File: src/rtl/deck_dealer_pkg.sv
// Shared types for the blackjack card dealer: deck constants,
// dealer state encoding and the decoded card bundle.
package blackjack_pkg;

    localparam int DECK_SIZE      = 52;
    localparam int RANKS_PER_SUIT = 13;
    localparam int IDX_WIDTH      = 6;
    localparam int CNT_WIDTH      = $clog2(DECK_SIZE + 1);

    typedef enum logic [2:0] {
        ST_IDLE,
        ST_REQ,
        ST_WAIT,
        ST_CHECK,
        ST_PROBE
    } dealer_state_e;

    typedef struct packed {
        logic [IDX_WIDTH-1:0] index;
        logic [3:0]           rank;
        logic [1:0]           suit;
        logic [3:0]           points;
    } card_t;

    // Next probe candidate, wrapping the last card back to index 0.
    function automatic logic [IDX_WIDTH-1:0] next_idx(
        input logic [IDX_WIDTH-1:0] idx
    );
        if (idx == IDX_WIDTH'(DECK_SIZE - 1))
            return '0;
        return idx + 1'b1;
    endfunction

endpackage

File: src/rtl/deck_dealer_if.sv
// Random-number handshake between the dealer (master) and the
// random number generator (slave).
interface deck_dealer_if;
    import blackjack_pkg::*;

    logic                 o_rng_request;
    logic [IDX_WIDTH-1:0] o_rng_max;
    logic [IDX_WIDTH-1:0] i_rng_value;

    modport master (
        output o_rng_request,
        output o_rng_max,
        input  i_rng_value
    );

    modport slave (
        input  o_rng_request,
        input  o_rng_max,
        output i_rng_value
    );

endinterface

File: src/rtl/counter.sv
// Loadable down-counter with synchronous active-low reset;
// load takes priority over decrement.
module counter #(
    parameter int               WIDTH   = 6,
    parameter logic [WIDTH-1:0] RST_VAL = '0
) (
    input  logic             clk,
    input  logic             rst_n,
    input  logic             load,
    input  logic [WIDTH-1:0] load_val,
    input  logic             dec,
    output logic [WIDTH-1:0] count
);

    logic [WIDTH-1:0] count_d;
    logic [WIDTH-1:0] count_q;

    // Next count: reload beats decrement.
    always_comb begin
        count_d = count_q;
        if (load)
            count_d = load_val;
        else if (dec)
            count_d = count_q - 1'b1;
    end

    // Count register.
    always_ff @(posedge clk) begin
        if (!rst_n)
            count_q <= RST_VAL;
        else
            count_q <= count_d;
    end

    assign count = count_q;

endmodule

File: src/rtl/deck_dealer_card_decode.sv
// Combinational card index decoder: index -> rank, suit, points.
// Shared with the display logic.
module card_decode
    import blackjack_pkg::*;
(
    input  logic [IDX_WIDTH-1:0] idx,
    output card_t                card
);

    localparam logic [IDX_WIDTH-1:0] RPS = IDX_WIDTH'(RANKS_PER_SUIT);

    // Suit is the quotient, rank the 1-based remainder; faces score 10.
    always_comb begin
        card        = '0;
        card.index  = idx;
        card.suit   = 2'(idx / RPS);
        card.rank   = 4'(idx % RPS) + 4'd1;
        card.points = (card.rank > 4'd10) ? 4'd10 : card.rank;
    end

endmodule

File: src/rtl/deck_dealer.sv
// Card dealer: requests a random index, probes past dealt cards.
// Optional DEALER_AUTO_SHUFFLE_EN: deal on empty deck reshuffles.
module deck_dealer
    import blackjack_pkg::*;
#(
    parameter int DECK_SIZE = 52,
    parameter int IDX_WIDTH = 6
) (
    input  logic                 i_clk,
    input  logic                 i_rst_n,
    input  logic                 i_deal,
    input  logic                 i_shuffle,
    deck_dealer_if.master        rng,
    output logic                 o_busy,
    output logic                 o_card_valid,
    output logic [IDX_WIDTH-1:0] o_card_index,
    output logic [3:0]           o_card_rank,
    output logic [1:0]           o_card_suit,
    output logic [3:0]           o_card_points,
    output logic                 o_deck_empty,
    output logic                 o_deal_error
);

    localparam logic [IDX_WIDTH-1:0] DS_IDX = IDX_WIDTH'(DECK_SIZE);
    localparam logic [CNT_WIDTH-1:0] DS_CNT = CNT_WIDTH'(DECK_SIZE);

    dealer_state_e          state_q, state_d;
    logic [DECK_SIZE-1:0]   mask_q, mask_d;
    logic [IDX_WIDTH-1:0]   cand_q, cand_d;
    card_t                  card_q, card_d;
    logic                   valid_q, valid_d;
    logic                   err_q, err_d;
    logic                   req_q, req_d;
    logic                   empty_q, empty_d;

    logic                   cnt_load;
    logic                   cnt_dec;
    logic [CNT_WIDTH-1:0]   remaining;
    logic [IDX_WIDTH-1:0]   rng_idx;
    logic [IDX_WIDTH-1:0]   test_idx;
    card_t                  card_dec;

    counter #(
        .WIDTH   (CNT_WIDTH),
        .RST_VAL (DS_CNT)
    ) u_remaining (
        .clk      (i_clk),
        .rst_n    (i_rst_n),
        .load     (cnt_load),
        .load_val (DS_CNT),
        .dec      (cnt_dec),
        .count    (remaining)
    );

    card_decode u_decode (
        .idx  (test_idx),
        .card (card_dec)
    );

    // Fold the RNG value into range and pick the candidate to test.
    always_comb begin
        rng_idx = rng.i_rng_value;
        if (rng.i_rng_value >= DS_IDX)
            rng_idx = rng.i_rng_value - DS_IDX;
        test_idx = (state_q == ST_CHECK) ? rng_idx : cand_q;
    end

    // Dealer next-state and output decisions.
    always_comb begin
        state_d  = state_q;
        mask_d   = mask_q;
        cand_d   = cand_q;
        card_d   = card_q;
        valid_d  = 1'b0;
        err_d    = 1'b0;
        req_d    = 1'b0;
        empty_d  = (remaining == '0);
        cnt_load = 1'b0;
        cnt_dec  = 1'b0;
        unique case (state_q)
            ST_IDLE: begin
                if (i_shuffle) begin
                    mask_d   = '0;
                    cnt_load = 1'b1;
                end else if (i_deal) begin
                    if (remaining != '0) begin
                        state_d = ST_REQ;
                        req_d   = 1'b1;
                    end else begin
`ifdef DEALER_AUTO_SHUFFLE_EN
                        mask_d   = '0;
                        cnt_load = 1'b1;
                        state_d  = ST_REQ;
                        req_d    = 1'b1;
`else
                        err_d = 1'b1;
`endif
                    end
                end
            end
            ST_REQ:  state_d = ST_WAIT;
            ST_WAIT: state_d = ST_CHECK;
            ST_CHECK, ST_PROBE: begin
                if (!mask_q[test_idx]) begin
                    mask_d[test_idx] = 1'b1;
                    card_d  = card_dec;
                    valid_d = 1'b1;
                    cnt_dec = 1'b1;
                    state_d = ST_IDLE;
                end else begin
                    cand_d  = next_idx(test_idx);
                    state_d = ST_PROBE;
                end
            end
            default: state_d = ST_IDLE;
        endcase
    end

    // Dealer state and registered outputs.
    always_ff @(posedge i_clk) begin
        if (!i_rst_n) begin
            state_q <= ST_IDLE;
            mask_q  <= '0;
            cand_q  <= '0;
            card_q  <= '0;
            valid_q <= 1'b0;
            err_q   <= 1'b0;
            req_q   <= 1'b0;
            empty_q <= 1'b0;
        end else begin
            state_q <= state_d;
            mask_q  <= mask_d;
            cand_q  <= cand_d;
            card_q  <= card_d;
            valid_q <= valid_d;
            err_q   <= err_d;
            req_q   <= req_d;
            empty_q <= empty_d;
        end
    end

    assign rng.o_rng_request = req_q;
    assign rng.o_rng_max     = IDX_WIDTH'(DECK_SIZE - 1);
    assign o_busy            = (state_q != ST_IDLE);
    assign o_card_valid      = valid_q;
    assign o_card_index      = card_q.index;
    assign o_card_rank       = card_q.rank;
    assign o_card_suit       = card_q.suit;
    assign o_card_points     = card_q.points;
    assign o_deck_empty      = empty_q;
    assign o_deal_error      = err_q;

endmodule

File: src/flat_wrapper.sv
// flat-port wrapper written by rule: the top's interface ports become plain ports
module deck_dealer_flat import blackjack_pkg::*;
#(
    parameter int DECK_SIZE = 52,
    parameter int IDX_WIDTH = 6
)
  (i_clk, i_rst_n, i_deal, i_shuffle, o_busy, o_card_valid, o_card_index, o_card_rank, o_card_suit, o_card_points, o_deck_empty, o_deal_error, rng_o_rng_request, rng_o_rng_max, rng_i_rng_value);
  deck_dealer_if rng_i ();
  input  logic i_clk;
  input  logic i_rst_n;
  input  logic i_deal;
  input  logic i_shuffle;
  output logic o_busy;
  output logic o_card_valid;
  output logic [IDX_WIDTH-1:0] o_card_index;
  output logic [3:0] o_card_rank;
  output logic [1:0] o_card_suit;
  output logic [3:0] o_card_points;
  output logic o_deck_empty;
  output logic o_deal_error;
  output wire logic [$bits(rng_i.o_rng_request)-1:0] rng_o_rng_request;
  output wire logic [$bits(rng_i.o_rng_max)-1:0] rng_o_rng_max;
  input wire logic [$bits(rng_i.i_rng_value)-1:0] rng_i_rng_value;
  assign rng_o_rng_request = rng_i.o_rng_request;
  assign rng_o_rng_max = rng_i.o_rng_max;
  assign rng_i.i_rng_value = rng_i_rng_value;
  deck_dealer #(.DECK_SIZE(DECK_SIZE), .IDX_WIDTH(IDX_WIDTH)) u_core (.i_clk(i_clk), .i_rst_n(i_rst_n), .i_deal(i_deal), .i_shuffle(i_shuffle), .rng(rng_i), .o_busy(o_busy), .o_card_valid(o_card_valid), .o_card_index(o_card_index), .o_card_rank(o_card_rank), .o_card_suit(o_card_suit), .o_card_points(o_card_points), .o_deck_empty(o_deck_empty), .o_deal_error(o_deal_error));
endmodule
File: config.mk
export PLATFORM = sky130hd
export DESIGN_NAME = deck_dealer_flat
export DESIGN_NICKNAME = d
export VERILOG_FILES = /design/src/rtl/deck_dealer_pkg.sv /design/src/rtl/deck_dealer_if.sv /design/src/rtl/counter.sv /design/src/rtl/deck_dealer_card_decode.sv /design/src/rtl/deck_dealer.sv /design/src/flat_wrapper.sv
export SDC_FILE = /design/constraint.sdc
export NUM_CORES = 1
export LEC_CHECK = 0
export ABC_AREA = 1
export BUFFER_PORTS_ARGS = -buffer_cell sky130_fd_sc_hd__buf_2
export CAP_MARGIN = 20
export CORE_MARGIN = 10
export CORE_UTILIZATION = 55
export CTS_BUF_LIST = sky130_fd_sc_hd__clkbuf_8
export CTS_CLUSTER_SIZE = 20
export DETAILED_ROUTE_END_ITERATION = 16
export PLACE_DENSITY = 0.74
export SLEW_MARGIN = 30
export SYNTH_ARGS = -nofsm -noshare
export SYNTH_HDL_FRONTEND = slang
export SYNTH_HIERARCHICAL = 1
export SYNTH_SLANG_ARGS = --single-unit
File: constraint.sdc
create_clock -name i_clk -period 5.9 [get_ports i_clk]
set_input_delay 0.59 -clock i_clk [delete_from_list [all_inputs] [get_ports i_clk]]
set_output_delay 0.59 -clock i_clk [all_outputs]
set_load 0.01 [all_outputs]
# Yosys cells after proc, flatten, opt, wreduce, memory -nomap -nowiden
# Index checks and enable logic that the tools add are counted.
[word_totals]
output_inout_bits = 27
word_cells = 76
input_bits = 10
ff_bits = 87
[op_classes]
addsub = 4
eq_ne = 10
order_cmp = 4
mux = 26
n_reduce_logical = 13
n_bitwise = 5
div_mod_pow = 2
[op_table]
columns = ["operator", "n"]
rows = [
  ["two-way mux 52 bit", 2],
  ["one-hot mux 52 bit (2 select lines)", 1],
  ["bitwise OR 52 bit", 1],
  ["two-way mux 6 bit", 4],
  ["two-way mux 3 bit", 4],
  ["one-hot mux 3 bit (4 select lines)", 1],
  ["two-way mux 1 bit", 11],
  ["!= test 2 bit, second input constant", 4],
  ["less-than comparator 6 x 7 -> 1 bit, second input constant", 1],
  ["adder 6 x 1 -> 6 bit, second input constant", 1],
  ["binary-select mux 1 bit (select 6 bit)", 1],
  ["demux 1 bit (select 6 bit)", 1],
  ["divider 6 x 4 -> 6 bit, second input constant", 1],
  ["== test 3 x 2 -> 1 bit, second input constant", 2],
  ["== test 6 bit, second input constant", 1],
  ["greater-or-equal comparator 6 x 1 -> 1 bit, second input constant", 1],
  ["greater-or-equal comparator 6 bit, second input constant", 1],
  ["logical NOT 6 bit", 1],
  ["remainder unit 6 x 4 -> 6 bit, second input constant", 1],
  ["AND reduction 3 bit", 2],
  ["nonzero test 6 bit", 1],
  ["subtractor 6 x 1 -> 6 bit, second input constant", 1],
  ["subtractor 6 bit, second input constant", 1],
  ["adder 4 x 1 -> 4 bit, second input constant", 1],
  ["other kinds (13)", 18],
]

# Depth between registers and ports, before layout
[logic_depth]
ltp_word = 10
mapped_depth = 38

# Hierarchy
# Netlist, hierarchy kept.
[by_module_without_submodules]
columns = ["mod", "n_inst", "area_per_inst_um2", "cells_each", "seq_area_each_um2"]
rows = [
  ["deck_dealer", 1, 4140.2, 645, 1621.6],
  ["card_decode", 1, 735.7, 127, 0.0],
  ["counter", 1, 367.9, 53, 120.1],
]

# Worst setup path after synthesis
# No wires, ideal clock.
[synth_path]
kind = "input port to flip-flop"
start = "input port rng_i_rng_value[2]"
end = "register u_core.card_q (netlist bit u_core/o_card_points[0])"
path_buffers = 1
path_slack_ps = 1129
setup_ps = 116
path_stages = 38
arrival_ps = 4656
cell_sequence = "inv_1 > ha_1 > inv_1 > nand2_1 > nand2_1 > nand2_1 > nand3_1 > nand2_1 > buf_2 > inv_1 > ha_1 > inv_1 > nand2_1 > nand3_2 > nand2_1 > inv_2 > ha_1 > nand2_1 > (+2 left out) > nand2_1 > and2_1 > ha_1 > inv_1 > or2_2 > nand3_4 > nand2_4 > nand2_1 > nand2_1 > ha_1 > inv_1 > or2_2 > nand3_1 > nand3_1 > nand2_1 > inv_1 > o21ai_0 > nor2_1"
[synth_rtl]
columns = ["item", "line", "text"]
rows = [
  ["start, declared", "flat_wrapper.sv:23", "input wire logic [$bits(rng_i.i_rng_value)-1:0] rng_i_rng_value;"],
  ["end signal, assigned", "deck_dealer.sv:134", "card_q <= card_d;"],
  ["end, declared", "deck_dealer.sv:30", "card_t card_q, card_d;"],
]

==> results.toml <==
[floorplan]
rows = 35
boundaryPins = 37
die_y_um = 117.6
die_width_um = 117.6
start_util_pct = 56.48
dieArea_um2 = 13840
core_um2 = 9284

[layout]
syn_to_final_growth_pct = 5.655
drive_above_1_share_pct = 11.94
fin_cells = 975
stdcell_area_um2 = 5540
nets = 862
antenna_cells = 0

[critical_path]
crit_slowest_cell = "ha_1"
cp-end-kind = "flop"
ff2ff_setup_slack_ns = 1.11
arrival_ns = 5.30
critPathLaunchType = "input port"
worst-path-buf-inv = 9
slowest_delay_ns = 0.31
path_max_fanout = 8
crit_required_ns = 6.17
cpMostUsedCell = "nand2_1"
critPathTopFamily = "simple AND/OR/NAND/NOR gates"
worstSetupPathType = "in2reg"

[cts]
clk_latency_ns = 0.36
ctsResizeCount = 0
holdBufCountCts = 0
cts.sinks = 87
cts_buffer_depth = 2
post-cts-setup-buffers = 0
path_clk_slew_ns = 0.09
htree_levels = 3
cts_tree = "built"
cts_buffers = 9
cts_root_buf = "clkbuf_8"

[synth]
yosysWarningCount = 6
yosysTopAreaCell = "dfxtp_1"
ys_ff_latch = 87
synth_top_family_by_area = "simple AND/OR/NAND/NOR gates"
postSynthAreaPerCell_um2 = 6.356
yosysTopAreaCellShare_pct = 33.21
synth_fa_ha_area_share_pct = 2.625
syn_inst = 825
synthXorXnorAreaFrac_pct = 0
yosysSeqAreaShare_pct = 33.21
yosysMostFrequentCell = "nand2_1"
async_flop_share_pct = 0
synth_top_cells_by_count = "nand2_1, nor2_1, inv_1"
syn_area_um2 = 5244
ys_types = 38
synth_compound_area_share_pct = 10.57
synthFlopType = "dfxtp_1"
synth_mux_area_share_pct = 0
synthTopCellsByArea = "dfxtp_1, nand2_1, nor2_1, inv_1, nand3_1"
synth_edf_count = 0
synth-simple-area-share_pct = 39.66

[sta]
fmax_ghz = 0.1987
slew_headroom_pct = 39.82
rsz0062_at_grt = "false"
tightest_slew_ns = 0.8994
setup-violations-final = 0
fin_skew_ns = 0.009464
tns_ns = 0
fin_crit_sh_pct = 85.31
hold_viol_final = 0
holdWs_ns = 0.4560
slew_viol_final = 0
worst_slack_ns = 0.8669
min_period_ns = 5.033

[power_and_ir_drop]
irDropWorstVdd_mv = 0.1578
power_density_nw_per_um2 = 229.4
leakagePower_uw = 0.002317

[placed_design]
hpwlAfterDp_mm = 8.557
place.gp.congestion = 0.8898
portBuffers = 30
place_area_um2 = 5330
dp_cells = 959
pre_cts_ws_ns = 0.5749

[job]
drv_cap = 0

[global_route]
first_global_vias = 4638
grt_antenna_before_repair = 0
track_usage_pct = 18.02
grt_overflow = 0
grt_max_degree = 52
grt_pass1_wl_mm = 21.70

[routing]
vias_per_cell = 5.145
drc = 0
first_iter_violations = 547
dr_total_vias = 5016
routedWlPerCell_um = 12.92
drt_wl_total_mm = 12.59
drt_pass1_iterations = 6
ant_nets = 0

[hold_path]
hp-class = "reg2reg"

[outcome]
status = "finished, final reports clean"
-- layer usage --
| metal | share of wire, % | vias to the layer above | wire, µm | track usage, % |
|---|---|---|---|---|
| met4 | 1.2 | 0 | 153 | 5.255 |
| met1 | 44 | 2257 | 5602 | 22.73 |
| met2 | 48 | 157 | 6066 | 30.14 |
| met5 | 0 | - | 0 | 0 |
| met3 | 6.1 | 19 | 772 | 3.741 |
| li1 | - | 2583 | - | - |
-- per-stage QoR --
stage               total power (µW)  utilization, %
floorplan                      798.4               -
global placement               825.2           57.41
detailed placement             829.3           57.41
CTS                             1278           59.68
global route                    1338           59.68
finish                          1271           59.68
-- worst register-to-register path, delay by kind of cell (launching register included) --
| family | cells | cell delay [ns] |
|---|---|---|
| compound gates | 2 | 0.21 |
| fa+ha+maj | 3 | 0.69 |
| simple gates | 21 | 2.55 |
| flops | 1 | 0.45 |
| buf+inv | 7 | 0.78 |
-- kinds of logic (layout without fill, tap and decap cells) --
family | count (synthesis) | after routing
simple gates | 467 | 467
other cells | 2 | 12
compound gates | 104 | 104
flops | 87 | 87
fa+ha+maj | 11 | 11
buf+inv | 154 | 165
-- area by class of cell --
type	instances	area, µm²
fillers	957	3744
multi-input cells	594	2816
flip-flops and latches	87	1742
inverters	116	437.9
repair buffers	33	172.7
well taps	129	161.4
clock buffers	10	137.6
clock inverters	6	72.57
-- path summary, 6_finish.rpt --
kind | start | end | cells past startpoint
hold reg to reg | u_core/mask_q[12]$_SDFFE_PN0P_ | u_core/mask_q[12]$_SDFFE_PN0P_ | 2
setup / recovery | rng_i_rng_value[2] | u_core/o_card_points[0]$_SDFFE_PN0P_ | 38
hold / removal | u_core/mask_q[12]$_SDFFE_PN0P_ | u_core/mask_q[12]$_SDFFE_PN0P_ | 2
setup reg to reg | u_core/state_q[2]$_SDFFE_PN0P_ | u_core/o_card_points[0]$_SDFFE_PN0P_ | 33
-- sequential cells by signal (all words and copies together), names as in the netlist, 2 cells and up --
register and flops:
u_core/state_q 3, u_core/u_remaining/count 6, u_core/o_card_points 4, u_core/o_card_index 6, u_core/o_card_rank 4, u_core/cand_q 6
u_core/o_card_suit 2, u_core/mask_q 52
-- cells in the final DEF, fill, tap and decap left out, types with 4 or more instances in the layout --
| cell | Yosys | final |
|---|---|---|
| nor2_2 | 5 | 5 |
| a21oi_1 | 69 | 69 |
| or2_2 | 4 | 4 |
| nand3_1 | 74 | 74 |
| nand2_4 | 7 | 7 |
| nor2_1 | 113 | 113 |
| nor2_4 | 4 | 4 |
| o21ai_0 | 24 | 24 |
| conb_1 | 2 | 12 |
| inv_1 | 106 | 106 |
| clkbuf_8 | 0 | 10 |
| inv_2 | 9 | 9 |
| nand2_2 | 9 | 9 |
| dfxtp_1 | 87 | 87 |
| nand2_1 | 230 | 230 |
| ha_1 | 11 | 11 |
| buf_2 | 3 | 30 |
| nand3_2 | 6 | 6 |
-- power breakdown --
part,internal (µW),switching (µW),leakage [µW]
clock network,214,239,0.000110
logic,59.0,147,0.00150
registers,601,10.7,0.000703
total,874,396,0.00232
Power figures use the tool's default switching activity.
